[src/rtl/cpu_fetch_hazard.sv]
// cpu_fetch_hazard: MIPS fetch stage owning the PC and the IF/ID register, with
// load-use stall, branch/jump redirect and EX-stage forwarding selects.
// Optional macro HAZARD_STATS_EN adds saturating stall/redirect counters.
module cpu_fetch_hazard #(
    parameter int unsigned PC_W     = 8,
    parameter int unsigned INST_W   = 32,
    parameter int unsigned PC_STEP  = 4,
    parameter int unsigned RESET_PC = 0
) (
    input  logic              clk_CPU,
    input  logic              rst_CPU_n,
    input  logic [INST_W-1:0] instr_IN,
    output logic [PC_W-1:0]   pc_OUT,
    output logic [INST_W-1:0] id_instr_OUT,
    output logic [PC_W-1:0]   id_nextInst_OUT,
    output logic              id_valid_OUT,
    input  logic              id_jump_IN,
    input  logic [PC_W-1:0]   id_jumpTarget_IN,
    input  logic              mem_branchTaken_IN,
    input  logic [PC_W-1:0]   mem_branchTarget_IN,
    input  logic              ex_memRead_IN,
    input  logic [4:0]        ex_rs_IN,
    input  logic [4:0]        ex_rt_IN,
    input  logic              mem_regWrite_IN,
    input  logic              wb_regWrite_IN,
    input  logic [4:0]        mem_rd_IN,
    input  logic [4:0]        wb_rd_IN,
`ifdef HAZARD_STATS_EN
    output logic [15:0]       stallCount_OUT,
    output logic [15:0]       flushCount_OUT,
`endif
    output logic              stall_OUT,
    output logic              flush_OUT,
    output logic [1:0]        fwdA_OUT,
    output logic [1:0]        fwdB_OUT
);

    localparam logic [PC_W-1:0] PcStep  = PC_W'(PC_STEP);
    localparam logic [PC_W-1:0] PcReset = PC_W'(RESET_PC);

    logic [PC_W-1:0]   pc_reg, pc_next;
    logic [INST_W-1:0] instr_reg, instr_next;
    logic [PC_W-1:0]   next_inst_reg, next_inst_next;
    logic              valid_reg, valid_next;

    logic [PC_W-1:0] pc_plus;
    logic [5:0]      id_op;
    logic [4:0]      id_rs, id_rt;
    logic            id_reads_rt;
    logic            load_use;
    logic            jump_go;

    assign pc_plus = pc_reg + PcStep;
    assign id_op   = instr_reg[31:26];
    assign id_rs   = instr_reg[25:21];
    assign id_rt   = instr_reg[20:16];

    // R-type, sw, beq and bne read rt as a source; other opcodes write it.
    assign id_reads_rt = (id_op == 6'h00) || (id_op == 6'h2B) ||
                         (id_op == 6'h04) || (id_op == 6'h05);

    assign load_use = valid_reg && ex_memRead_IN && (ex_rt_IN != 5'd0) &&
                      ((ex_rt_IN == id_rs) || ((ex_rt_IN == id_rt) && id_reads_rt));

    assign jump_go   = id_jump_IN && valid_reg;
    assign flush_OUT = mem_branchTaken_IN;
    // A redirect kills the instruction in ID, so a stall on it is meaningless.
    assign stall_OUT = load_use && !mem_branchTaken_IN && !jump_go;

    function automatic logic [1:0] fwd_sel(input logic [4:0] src, input logic mem_we,
                                           input logic [4:0] mem_rd, input logic wb_we,
                                           input logic [4:0] wb_rd);
        if (mem_we && (mem_rd != 5'd0) && (mem_rd == src)) begin
            return 2'b10;
        end else if (wb_we && (wb_rd != 5'd0) && (wb_rd == src)) begin
            return 2'b01;
        end
        return 2'b00;
    endfunction

    assign fwdA_OUT = fwd_sel(ex_rs_IN, mem_regWrite_IN, mem_rd_IN, wb_regWrite_IN, wb_rd_IN);
    assign fwdB_OUT = fwd_sel(ex_rt_IN, mem_regWrite_IN, mem_rd_IN, wb_regWrite_IN, wb_rd_IN);

    // Next PC and IF/ID contents, branch beats jump beats stall beats fetch.
    always_comb begin
        pc_next        = pc_plus;
        instr_next     = instr_IN;
        next_inst_next = pc_plus;
        valid_next     = 1'b1;
        if (mem_branchTaken_IN) begin
            pc_next        = mem_branchTarget_IN;
            instr_next     = '0;
            next_inst_next = '0;
            valid_next     = 1'b0;
        end else if (jump_go) begin
            pc_next        = id_jumpTarget_IN;
            instr_next     = '0;
            next_inst_next = '0;
            valid_next     = 1'b0;
        end else if (load_use) begin
            pc_next        = pc_reg;
            instr_next     = instr_reg;
            next_inst_next = next_inst_reg;
            valid_next     = valid_reg;
        end
    end

    // PC and IF/ID registers.
    always_ff @(posedge clk_CPU or negedge rst_CPU_n) begin
        if (!rst_CPU_n) begin
            pc_reg        <= PcReset;
            instr_reg     <= '0;
            next_inst_reg <= '0;
            valid_reg     <= 1'b0;
        end else begin
            pc_reg        <= pc_next;
            instr_reg     <= instr_next;
            next_inst_reg <= next_inst_next;
            valid_reg     <= valid_next;
        end
    end

    assign pc_OUT          = pc_reg;
    assign id_instr_OUT    = instr_reg;
    assign id_nextInst_OUT = next_inst_reg;
    assign id_valid_OUT    = valid_reg;

`ifdef HAZARD_STATS_EN
    logic [15:0] stall_count_reg, flush_count_reg;

    // Saturating event counters for stall cycles and redirects.
    always_ff @(posedge clk_CPU or negedge rst_CPU_n) begin
        if (!rst_CPU_n) begin
            stall_count_reg <= '0;
            flush_count_reg <= '0;
        end else begin
            if (stall_OUT && (stall_count_reg != 16'hFFFF)) begin
                stall_count_reg <= stall_count_reg + 16'd1;
            end
            if ((mem_branchTaken_IN || jump_go) && (flush_count_reg != 16'hFFFF)) begin
                flush_count_reg <= flush_count_reg + 16'd1;
            end
        end
    end

    assign stallCount_OUT = stall_count_reg;
    assign flushCount_OUT = flush_count_reg;
`endif

endmodule

[config.mk]
export PLATFORM = sky130hd
export DESIGN_NAME = cpu_fetch_hazard
export DESIGN_NICKNAME = d
export VERILOG_FILES = /design/src/rtl/cpu_fetch_hazard.sv
export SDC_FILE = /design/constraint.sdc
export NUM_CORES = 1
export LEC_CHECK = 0
export BUFFER_PORTS_ARGS = -buffer_cell sky130_fd_sc_hd__buf_2
export CAP_MARGIN = 20
export CORE_MARGIN = 2
export CORE_UTILIZATION = 50
export CTS_BUF_LIST = sky130_fd_sc_hd__clkbuf_8 sky130_fd_sc_hd__clkbuf_16
export DETAILED_ROUTE_END_ITERATION = 12
export GPL_TIMING_DRIVEN = 0
export PLACE_DENSITY_LB_ADDON = 0.25
export SYNTH_ARGS = -nofsm -noshare
export SYNTH_HDL_FRONTEND = slang
export SYNTH_SLANG_ARGS = --single-unit
[constraint.sdc]
create_clock -name clk_CPU -period 4.32 [get_ports clk_CPU]
set_input_delay 0.432 -clock clk_CPU [delete_from_list [all_inputs] [get_ports clk_CPU]]
set_output_delay 0.432 -clock clk_CPU [all_outputs]
set_load 0.1 [all_outputs]
==> Word-level counts from Yosys, hierarchy flattened <==
Index checks and enable logic that the tools add are counted.
{ "op_classes": {"n_reduce_logical": 23, "n_eq_ne": 10, "muxes": 21, "n_addsub": 1} }
{ "ops": {"columns": ["cell", "n"], "rows": [
  ["$mux W32", 3],
  ["$mux W8", 5],
  ["$eq A5 B5 Y1", 6],
  ["$reduce_bool A5 Y1", 3],
  ["$logic_and A1 B1 Y1", 13],
  ["$eq A6 B3 Y1 const B", 2],
  ["$mux W2", 6],
  ["$add A8 B3 Y8 const B", 1],
  ["$mux W1", 7],
  ["$eq A6 B6 Y1 const B", 1],
  ["$logic_not A6 Y1", 1],
  ["$logic_or A1 B1 Y1", 4],
  ["$ne A3 B2 Y1 const B", 1],
  ["$logic_not A1 Y1", 2]
]} }
{ "word_totals": {"ff_bits": 49, "wordCells": 59} }

==> Logic depth before layout (Yosys ltp) <==
Gate-level depths: netlist of run 1.
{ "logic_depth": {"depth_word": 10, "depth_mapped": 8} }

==> Least setup slack after synthesis of run 1 <==
No wires, ideal clock.
{ "synth_timing": {"path_type": "input-to-output", "start": "input ex_rt_IN[0]", "end": "output fwdB_OUT[0]", "setup_slack_ps": -1980, "stages": 5, "path_buffers": 1, "arrival_time_ps": 5868, "cell_sequence": "clkbuf_1 > xnor2_1 > nand3_1 > nor4_1 > nor4_1"} }
{ "synth_via": {"elab_chain_cells": 5, "word_cells_on_any_way": 8} }
{ "synth_lines": {"columns": ["item", "line", "text"], "rows": [
  ["from (decl)", "23", "input logic [4:0] ex_rt_IN,"],
  ["$eq A5 B5 Y1", "75", "end else if (wb_we && (wb_rd != 5'd0) && (wb_rd == src)) begin"],
  ["$logic_and A1 B1 Y1", "75", null],
  ["$mux W1", "75", null],
  ["$mux W1", "73", "if (mem_we && (mem_rd != 5'd0) && (mem_rd == src)) begin"],
  ["$mux W2 *", "78", "return 2'b00;"],
  ["to (decl)", "35", "output logic [1:0] fwdB_OUT"]
]} }
Mark *: on every way between the ends. The rest lies on a longest branch, timed or not.

==> Worst setup path after layout of run 1 <==
{ "layout_timing": {"start": "register instr_reg[26] (netlist: id_instr_OUT[26])", "end": "output stall_OUT"} }
{ "layout_via": {"elab_chain_cells": 9, "word_cells_on_any_way": 12} }
{ "layout_lines": {"columns": ["item", "line", "text"], "rows": [
  ["from (decl)", "42", "logic [INST_W-1:0] instr_reg, instr_next;"],
  ["from (signal assigned)", "117", "instr_reg <= instr_next;"],
  ["$eq A6 B6 Y1 or $logic_not A6 Y1 (tied branches)", "59", "assign id_reads_rt = (id_op == 6'h00) || (id_op == 6'h2B) ||"],
  ["$logic_or A1 B1 Y1 (2 in a row)", "59", null],
  ["$logic_or A1 B1 Y1 *", "60", "(id_op == 6'h04) || (id_op == 6'h05);"],
  ["$logic_and A1 B1 Y1 *", "63", "((ex_rt_IN == id_rs) || ((ex_rt_IN == id_rt) && id_reads_rt));"],
  ["$logic_or A1 B1 Y1 *", "63", null],
  ["$logic_and A1 B1 Y1 *", "62", "assign load_use = valid_reg && ex_memRead_IN && (ex_rt_IN != 5'd0) &&"],
  ["$logic_and A1 B1 Y1 * (2 in a row)", "68", "assign stall_OUT = load_use && !mem_branchTaken_IN && !jump_go;"],
  ["to (decl)", "32", "output logic stall_OUT,"]
]} }
Marks and branches as above.

==> impl_metrics.yaml, run 1 <==
run_status:
  status: "finished clean"
placement:
  hpwl_microns: 5520
  io_buffer_count: 123
  place_ws_ns: 0.883
  place_congestion: 0.804
detailed_routing:
  wl_per_cell_microns: 14.8
  drt_iter0_drc: 104
  drc: 0
  drt_first_pass_iters: 4
  routed.top_layer: "met4"
  detail-route-antenna-nets: 0
  via_per_inst: 5.42
  drt-total-wl_microns: 7320
  dr_wl_met2_microns: 3710
  routed-wl-met3_microns: 552
  vias: 2676
  routedLengthMet1_microns: 3000
layout:
  n_antenna_cell: 0
  syn2layout_area_growth_pct: 31.9
  fillCellCount: 438
  final_nets: 499
  drive_above_1_share_pct: 35.6
run:
  timing.max_cap.violations: 0
timing:
  slew_headroom_pct: 41.7
  max_freq_mhz: 292
  setup_viol: 0
  setup_ws_ns: 0.898
  fin_crit_sh_pct: 79.2
  rsz0062_at_grt: "false"
  fin_crit_ns: 3.42
  hold_violations: 0
  worst_pin_slew_ns: 0.867
  slew_violations: 0
  clock_skew_ns: 0.00610
clocking:
  clkTransAtPathRegs_ns: 0.09
  cts_hold_buf: 0
  cts_buffers: 5
  postCtsSetupRepairBufs: 0
  cts.repair.resized: 0
  cts_sinks: 49
  cts.htree.levels: 2
  cts_tree: "done"
  cts_buffer_depth: 2
  root_buffer: "clkbuf_8"
  clk_latency_ns: 0.30
setup_path:
  required_ns: 3.89
  start_kind: "flip-flop"
  crit_type: "flip-flop to output port"
  cp_max_fo: 10
  r2r_cells: 7
  cp-end-kind: "output port"
  reg2reg_slack_ns: 1.70
  cp_data_arrival_time_ns: 2.99
  r2r-end: "id_nextInst_OUT[6]$_DFFE_PN0P_"
  rr_startpoint: "id_instr_OUT[26]$_DFFE_PN0P_"
yosys:
  seq_area_frac_synth_pct: 45.0
  yosysUniqueCellTypes: 34
  synth_top_family_by_area: "compound AO/OA/AOI/OAI gates"
  yosys.area_share.simple_pct: 12.8
  synth-seq-cells: 49
  synth.net_count: 367
  synth_compound_area_share_pct: 21.1
  yosys_warnings: 0
  synth_xor_area_share_pct: 10.6
  synth_area_sq_mm: 0.00273
  syn_area_per_cell_sq_um: 9.37
  synthMuxAreaShare_pct: 5.55
  synth_fa_ha_area_share_pct: 0.459
  netlist_instances: 291
min_path:
  min_path_type: "primary input to async pin"
power:
  p_leak_nw: 1.71
  power_w: 0.00134
  power.density_mw_per_mm2: 372
  ir_drop_mv: 0.329
global_route:
  overflow: 0
  grt_util_all_layers_pct: 24.6
  grt_pass1_vias: 2621
  antenna_found_initial: 0
  grt_max_degree: 50
  grt_first_pass_wirelength_microns: 11900
die:
  start_util_pct: 52.7
  core_sq_mm: 0.00517
  die_width_microns: 77.9
  rows: 26
  ios: 130
  die_y_microns: 77.9
  die-area_sq_mm: 0.00606
==> worst max-delay path by stage <==
stage | endpoint | slack [ns] | cells past startpoint | startpoint
final | stall_OUT | 0.90 | 7 | id_instr_OUT[26]$_DFFE_PN0P_
after detailed placement | stall_OUT | 0.88 | 8 | ex_rt_IN[0]
after global placement | stall_OUT | 0.94 | 8 | ex_rt_IN[0]
after global routing | stall_OUT | 0.70 | 7 | id_instr_OUT[26]$_DFFE_PN0P_
after CTS | stall_OUT | 0.85 | 8 | ex_rt_IN[0]
after floorplan | fwdA_OUT[0] | -0.55 | 4 | mem_rd_IN[1]
==> state kept, by name, indices dropped and copies added (netlist names) <==
register,count
id_instr_OUT,32
id_nextInst_OUT,8
id_valid_OUT,1
pc_OUT,8
==> power by group <==
part / switching, W / total [W] / internal [W]
sequential: 0.0000297 / 0.000522 / 0.000492
combinational: 0.000372 / 0.000475 / 0.000103
clock: 0.000152 / 0.000340 / 0.000188
total: 0.000554 / 0.00134 / 0.000783
==> Yosys cell counts <==
master     instances  area, sq um
o21ai_0           44          220
nor4_2             1         12.5
xnor2_1           16          140
or4_1              5         37.5
o21a_1             1         7.51
clkbuf_2           1         5.00
inv_1              2         7.51
clkbuf_1          20         75.1
clkinv_1           1         3.75
a21oi_1            5         25.0
buf_2              1         5.00
or4_4              1         11.3
buf_4              2         15.0
ha_1               1         12.5
a2111oi_4          1         27.5
nor2_1             9         33.8
nor3_1             1         5.00
nor2b_1            1         6.26
buf_6              1         11.3
nor4_1             4         25.0
a211oi_1           2         15.0
nand4_1            2         12.5
buf_1              1         3.75
a311oi_1           1         8.76
nand2b_1           1         6.26
mux2i_1            5         50.1
xor2_1            17          149
o211ai_1          36          270
or3_1              1         6.26
nand2_1           43          161
dfrtp_1           49         1230
mux2_2             8         90.1
mux2_1             1         11.3
nand3_1            6         30.0
==> cell families after synthesis <==
logic type	Yosys count
AO/OA/AOI/OAI	90
AND/OR/NAND/NOR	75
flip-flops	49
XOR/XNOR	33
buffers and inverters	29
multiplexers	14
adder cells (fa/ha/maj)	1
==> critical path, cell delays in order (launching register included) <==
cell and delay [ns]:
dfrtp_1 0.40, nor2b_1 0.15, or4_4 0.43, a2111oi_4 0.64, o21a_1 0.20, buf_4 0.19, buf_2 0.21, buf_2 0.45
==> stage by stage <==
step	cells	utilization (%)	hold slack (ns)	area [sq um]	setup TNS, ns
after CTS	492	68.9	0.334	3560	0
final	494	69.6	0.156	3600	0
after floorplan	291	-	0.136	2740	-1.10
after detailed placement	484	66.6	0.480	3440	0
after global placement	484	66.6	0.477	3440	0
after global routing	494	69.6	0.185	3600	0
==> layout by cell type, fill, tap and decap left out, types with 3 or more instances in the layout <==
master and n:
mux2i_1 5, or4_1 5, clkbuf_1 20, a21oi_1 5, nor4_2 3, buf_2 124, clkbuf_8 6, nand2_1 43
dfrtp_1 49, nand3_1 6, mux2_2 8, nor2_1 9, o21ai_0 44, xor2_1 17, xnor2_1 16, o211ai_1 36
==> layout make-up <==
class | count | area, sq um | share of cell area (%)
Clock inverter | 2 | 37.5 | 1.04
Sequential cell | 49 | 1230 | 34.1
Tap cell | 70 | 87.6 | 2.43
Inverter | 3 | 11.3 | 0.313
Timing Repair Buffer | 125 | 651 | 18.1
Buffer | 26 | 115 | 3.20
Clock buffer | 6 | 82.6 | 2.29
Multi-Input combinational cell | 213 | 1390 | 38.6
==> per-layer routing <==
metal | track usage [%] | vias up
met1 | 31.3 | 1269
met5 | 0 | -
li1 | - | 1298
met4 | 6.96 | 0
met2 | 41.5 | 100
met3 | 5.93 | 9
No activity file was read; power rests on OpenSTA's default activity.
==> run 2, diff against run 1 <==
--- a/config.mk
+++ b/config.mk
@@ -5,10 +5,11 @@
 export SDC_FILE = /design/constraint.sdc
 export NUM_CORES = 1
 export LEC_CHECK = 0
+export ABC_AREA = 1
 export BUFFER_PORTS_ARGS = -buffer_cell sky130_fd_sc_hd__buf_2
 export CAP_MARGIN = 20
 export CORE_MARGIN = 2
-export CORE_UTILIZATION = 50
+export CORE_UTILIZATION = 48
 export CTS_BUF_LIST = sky130_fd_sc_hd__clkbuf_8 sky130_fd_sc_hd__clkbuf_16
 export DETAILED_ROUTE_END_ITERATION = 12
 export GPL_TIMING_DRIVEN = 0
==> constraint.sdc (replaced) <==
create_clock -name clk_CPU -period 3.6 [get_ports clk_CPU]
set_input_delay 0.36 -clock clk_CPU [delete_from_list [all_inputs] [get_ports clk_CPU]]
set_output_delay 0.36 -clock clk_CPU [all_outputs]
set_load 0.1 [all_outputs]
==> run 2 against run 1 <==
Utilization fell by 6.6 points. Register-to-register slack better by 0.12 ns. Total power grew 25%. Cell area up 9.8%. Sequential cell count stayed put. Area after synthesis grew 12%. Wire length grew 18%. Clock skew grew 0.0021 ns. Synthesized cell count increased by 52%. Critical path depth grew 3. Largest cell class unchanged.
==> impl_metrics.yaml, run 2 <==
setup_path:
  cp-end-kind: "output port"
  crit_type: "flip-flop to output port"
  cp_top_family: "buffers and inverters"
  cp_data_arrival_time_ns: 2.31
  required_ns: 3.24
  start_kind: "flip-flop"
  worst-path-buf-inv: 5
  cp_slowest_cell: "dfrtp_1"
  path_common_cell: "buf_6"
  crit_chain: "nand2_2 > inv_2 > nor2_4 > nand3_1 > a31oi_1 > nand2_1 > buf_6 > buf_6 > inv_1 > buf_2"
  startpoint: "id_valid_OUT$_DFFE_PN0P_"
  cp_max_fo: 10
  rr_startpoint: "id_valid_OUT$_DFFE_PN0P_"
  cpPeakStageDelay_ns: 0.41
run:
  timing.max_cap.violations: 0
global_route:
  grt_util_all_layers_pct: 25.0
  grt_first_pass_wirelength_microns: 14400
  overflow: 0
  antenna_found_initial: 0
  grt_max_degree: 50
  grt_pass1_vias: 3143
yosys:
  synth_enable_flop_cells: 0
  syn_area_per_cell_sq_um: 6.95
  synth_common_cells: "170 x nand2_1, 60 x nand3_1, 54 x nor2_1, 49 x dfrtp_1, 22 x inv_1"
  synthFlopType: "dfrtp_1"
  synth_area_leaders: "dfrtp_1 40%, nand2_1 21%, nand3_1 9.8%"
  yosysUniqueCellTypes: 27
  synth.net_count: 517
  synth-seq-cells: 49
  synth.top_cell.area_share_pct: 40.0
  yosys_warnings: 0
  synth_most_common_cell: "nand2_1"
  synth_area_sq_mm: 0.00307
  seq_area_frac_synth_pct: 40.0
  netlist_instances: 441
  synth-async-reset-ratio_pct: 100
  synth_top_cell_by_area: "dfrtp_1"
power:
  power.density_mw_per_mm2: 422
  p_leak_nw: 2.35
  ir_drop_mv: 0.299
timing:
  setup_ws_ns: 0.929
  slew_violations: 0
  tns_ns: 0
  slew_headroom_pct: 57.5
  fin_crit_sh_pct: 74.2
  worst_pin_slew_ns: 0.637
  fin_crit_ns: 2.67
  max_freq_mhz: 374
  hold_violations: 0
  clock_skew_ns: 0.00823
  setup_viol: 0
  rsz0062_at_grt: "false"
layout:
  final_nets: 649
  largest_reg_flops: 32
  n_antenna_cell: 0
  final_cell_mix: "170 x nand2_1, 126 x buf_2, 60 x nand3_1, 54 x nor2_1, 49 x dfrtp_1"
  fin_util_pct: 62.9
  syn2layout_area_growth_pct: 28.9
  fillCellCount: 611
  drive_above_1_share_pct: 28.0
  layout_commonest_cell: "nand2_1"
placement:
  io_buffer_count: 124
  hpwl_microns: 6480
  place_ws_ns: 1.20
  place_congestion: 0.856
clocking:
  cts.htree.levels: 2
  cts.repair.resized: 0
  postCtsSetupRepairBufs: 0
  root_buffer: "clkbuf_8"
  cts_tree: "done"
  clkTransAtPathRegs_ns: 0.09
  cts_buffer_depth: 2
  cts_sinks: 49
  clk_latency_ns: 0.31
  cts_hold_buf: 0
  cts_buffers: 5
die:
  die-area_sq_mm: 0.00704
  die_width_microns: 83.9
  rows: 29
  ios: 130
  die_y_microns: 83.9
  core_sq_mm: 0.00628
  start_util_pct: 48.8
run_status:
  status: "finished clean"
detailed_routing:
  drt-total-wl_microns: 8610
  wl_per_cell_microns: 13.2
  via_per_inst: 4.99
  detail-route-antenna-nets: 0
  drc: 0
  drt_iter0_drc: 177
  vias: 3249
  drt_first_pass_iters: 4
min_path:
  min_path_type: "primary input to async pin"
==> run 2: cell types whose count changed after synthesis, sizes merged, moves of 6 or more <==
cell / previous run / this run
buf: 5 / 19
clkbuf: 21 / 11
inv: 2 / 25
mux2: 9 / 0
nand2: 43 / 171
nand3: 6 / 60
nor2: 9 / 55
o211ai: 36 / 0
o21ai: 44 / 5
or4: 6 / 0
==> run 2: worst register-to-register path: cells and delay by family, from the launching register on <==
| kind | cells | cell delay (ns) |
|---|---|---|
| buffers and inverters | 2 | 0.38 |
| flip-flops | 1 | 0.41 |
| AO/OA/AOI/OAI | 1 | 0.21 |
| AND/OR/NAND/NOR | 6 | 0.67 |
==> run 2: layout make-up <==
cell class	count	area [sq um]	share of cell area, %
Multi-Input combinational cell	337	1570	39.7
Sequential cell	49	1230	31.0
Timing Repair Buffer	125	648	16.4
Buffer	30	205	5.19
Tap cell	77	96.3	2.44
Inverter	25	93.8	2.37
Clock buffer	5	68.8	1.74
Clock inverter	3	42.5	1.08
==> run 2: logic make-up (layout without fill, tap and decap cells) <==
| logic type | count (synthesis) | after routing | synth area share (%) |
|---|---|---|---|
| AO/OA/AOI/OAI | 10 | 10 | 1.84 |
| XOR/XNOR | 27 | 27 | 7.71 |
| adder cells (fa/ha/maj) | 1 | 1 | 0.408 |
| buffers and inverters | 55 | 188 | 9.76 |
| flip-flops | 49 | 49 | 40.0 |
| AND/OR/NAND/NOR | 299 | 299 | 40.3 |
==> run 2: final timing paths <==
kind                                           endpoint  slack (ns)  cells past startpoint
max                                           stall_OUT        0.93                     10
min                        id_instr_OUT[28]$_DFFE_PN0P_        0.06                      1
max reg2reg                id_instr_OUT[23]$_DFFE_PN0P_        1.82                      9
min reg2reg                id_instr_OUT[13]$_DFFE_PN0P_        0.52                      2
max in group asynchronous   id_instr_OUT[7]$_DFFE_PN0P_        2.99                      2
min in group clk_CPU              pc_OUT[0]$_DFFE_PN0P_        0.26                      3
==> run 2: per-stage QoR <==
| stage | hold WS (ns) | instances | cell area [sq um] | total power [W] |
|---|---|---|---|---|
| after floorplan | 0.0644 | 441 | 3100 | 0.00112 |
| after global placement | 0.485 | 642 | 3810 | 0.00127 |
| after detailed placement | 0.488 | 642 | 3810 | 0.00128 |
| after CTS | 0.254 | 650 | 3920 | 0.00167 |
| after global routing | 0.0953 | 651 | 3950 | 0.00175 |
| final | 0.0649 | 651 | 3950 | 0.00167 |
==> run 2: report_power, final <==
part / internal, W / leakage [nW] / switching (W) / total, W
clock: 0.000206 / 0.0595 / 0.000192 / 0.000398
sequential: 0.000592 / 0.631 / 0.0000375 / 0.000629
combinational: 0.000140 / 1.66 / 0.000499 / 0.000639
==> run 2: routing by layer <==
metal	track usage (%)	share of wire, %
met1	31.4	42
met2	43.9	51
met3	4.85	6.3
met4	6.89	1.6
met5	0	0
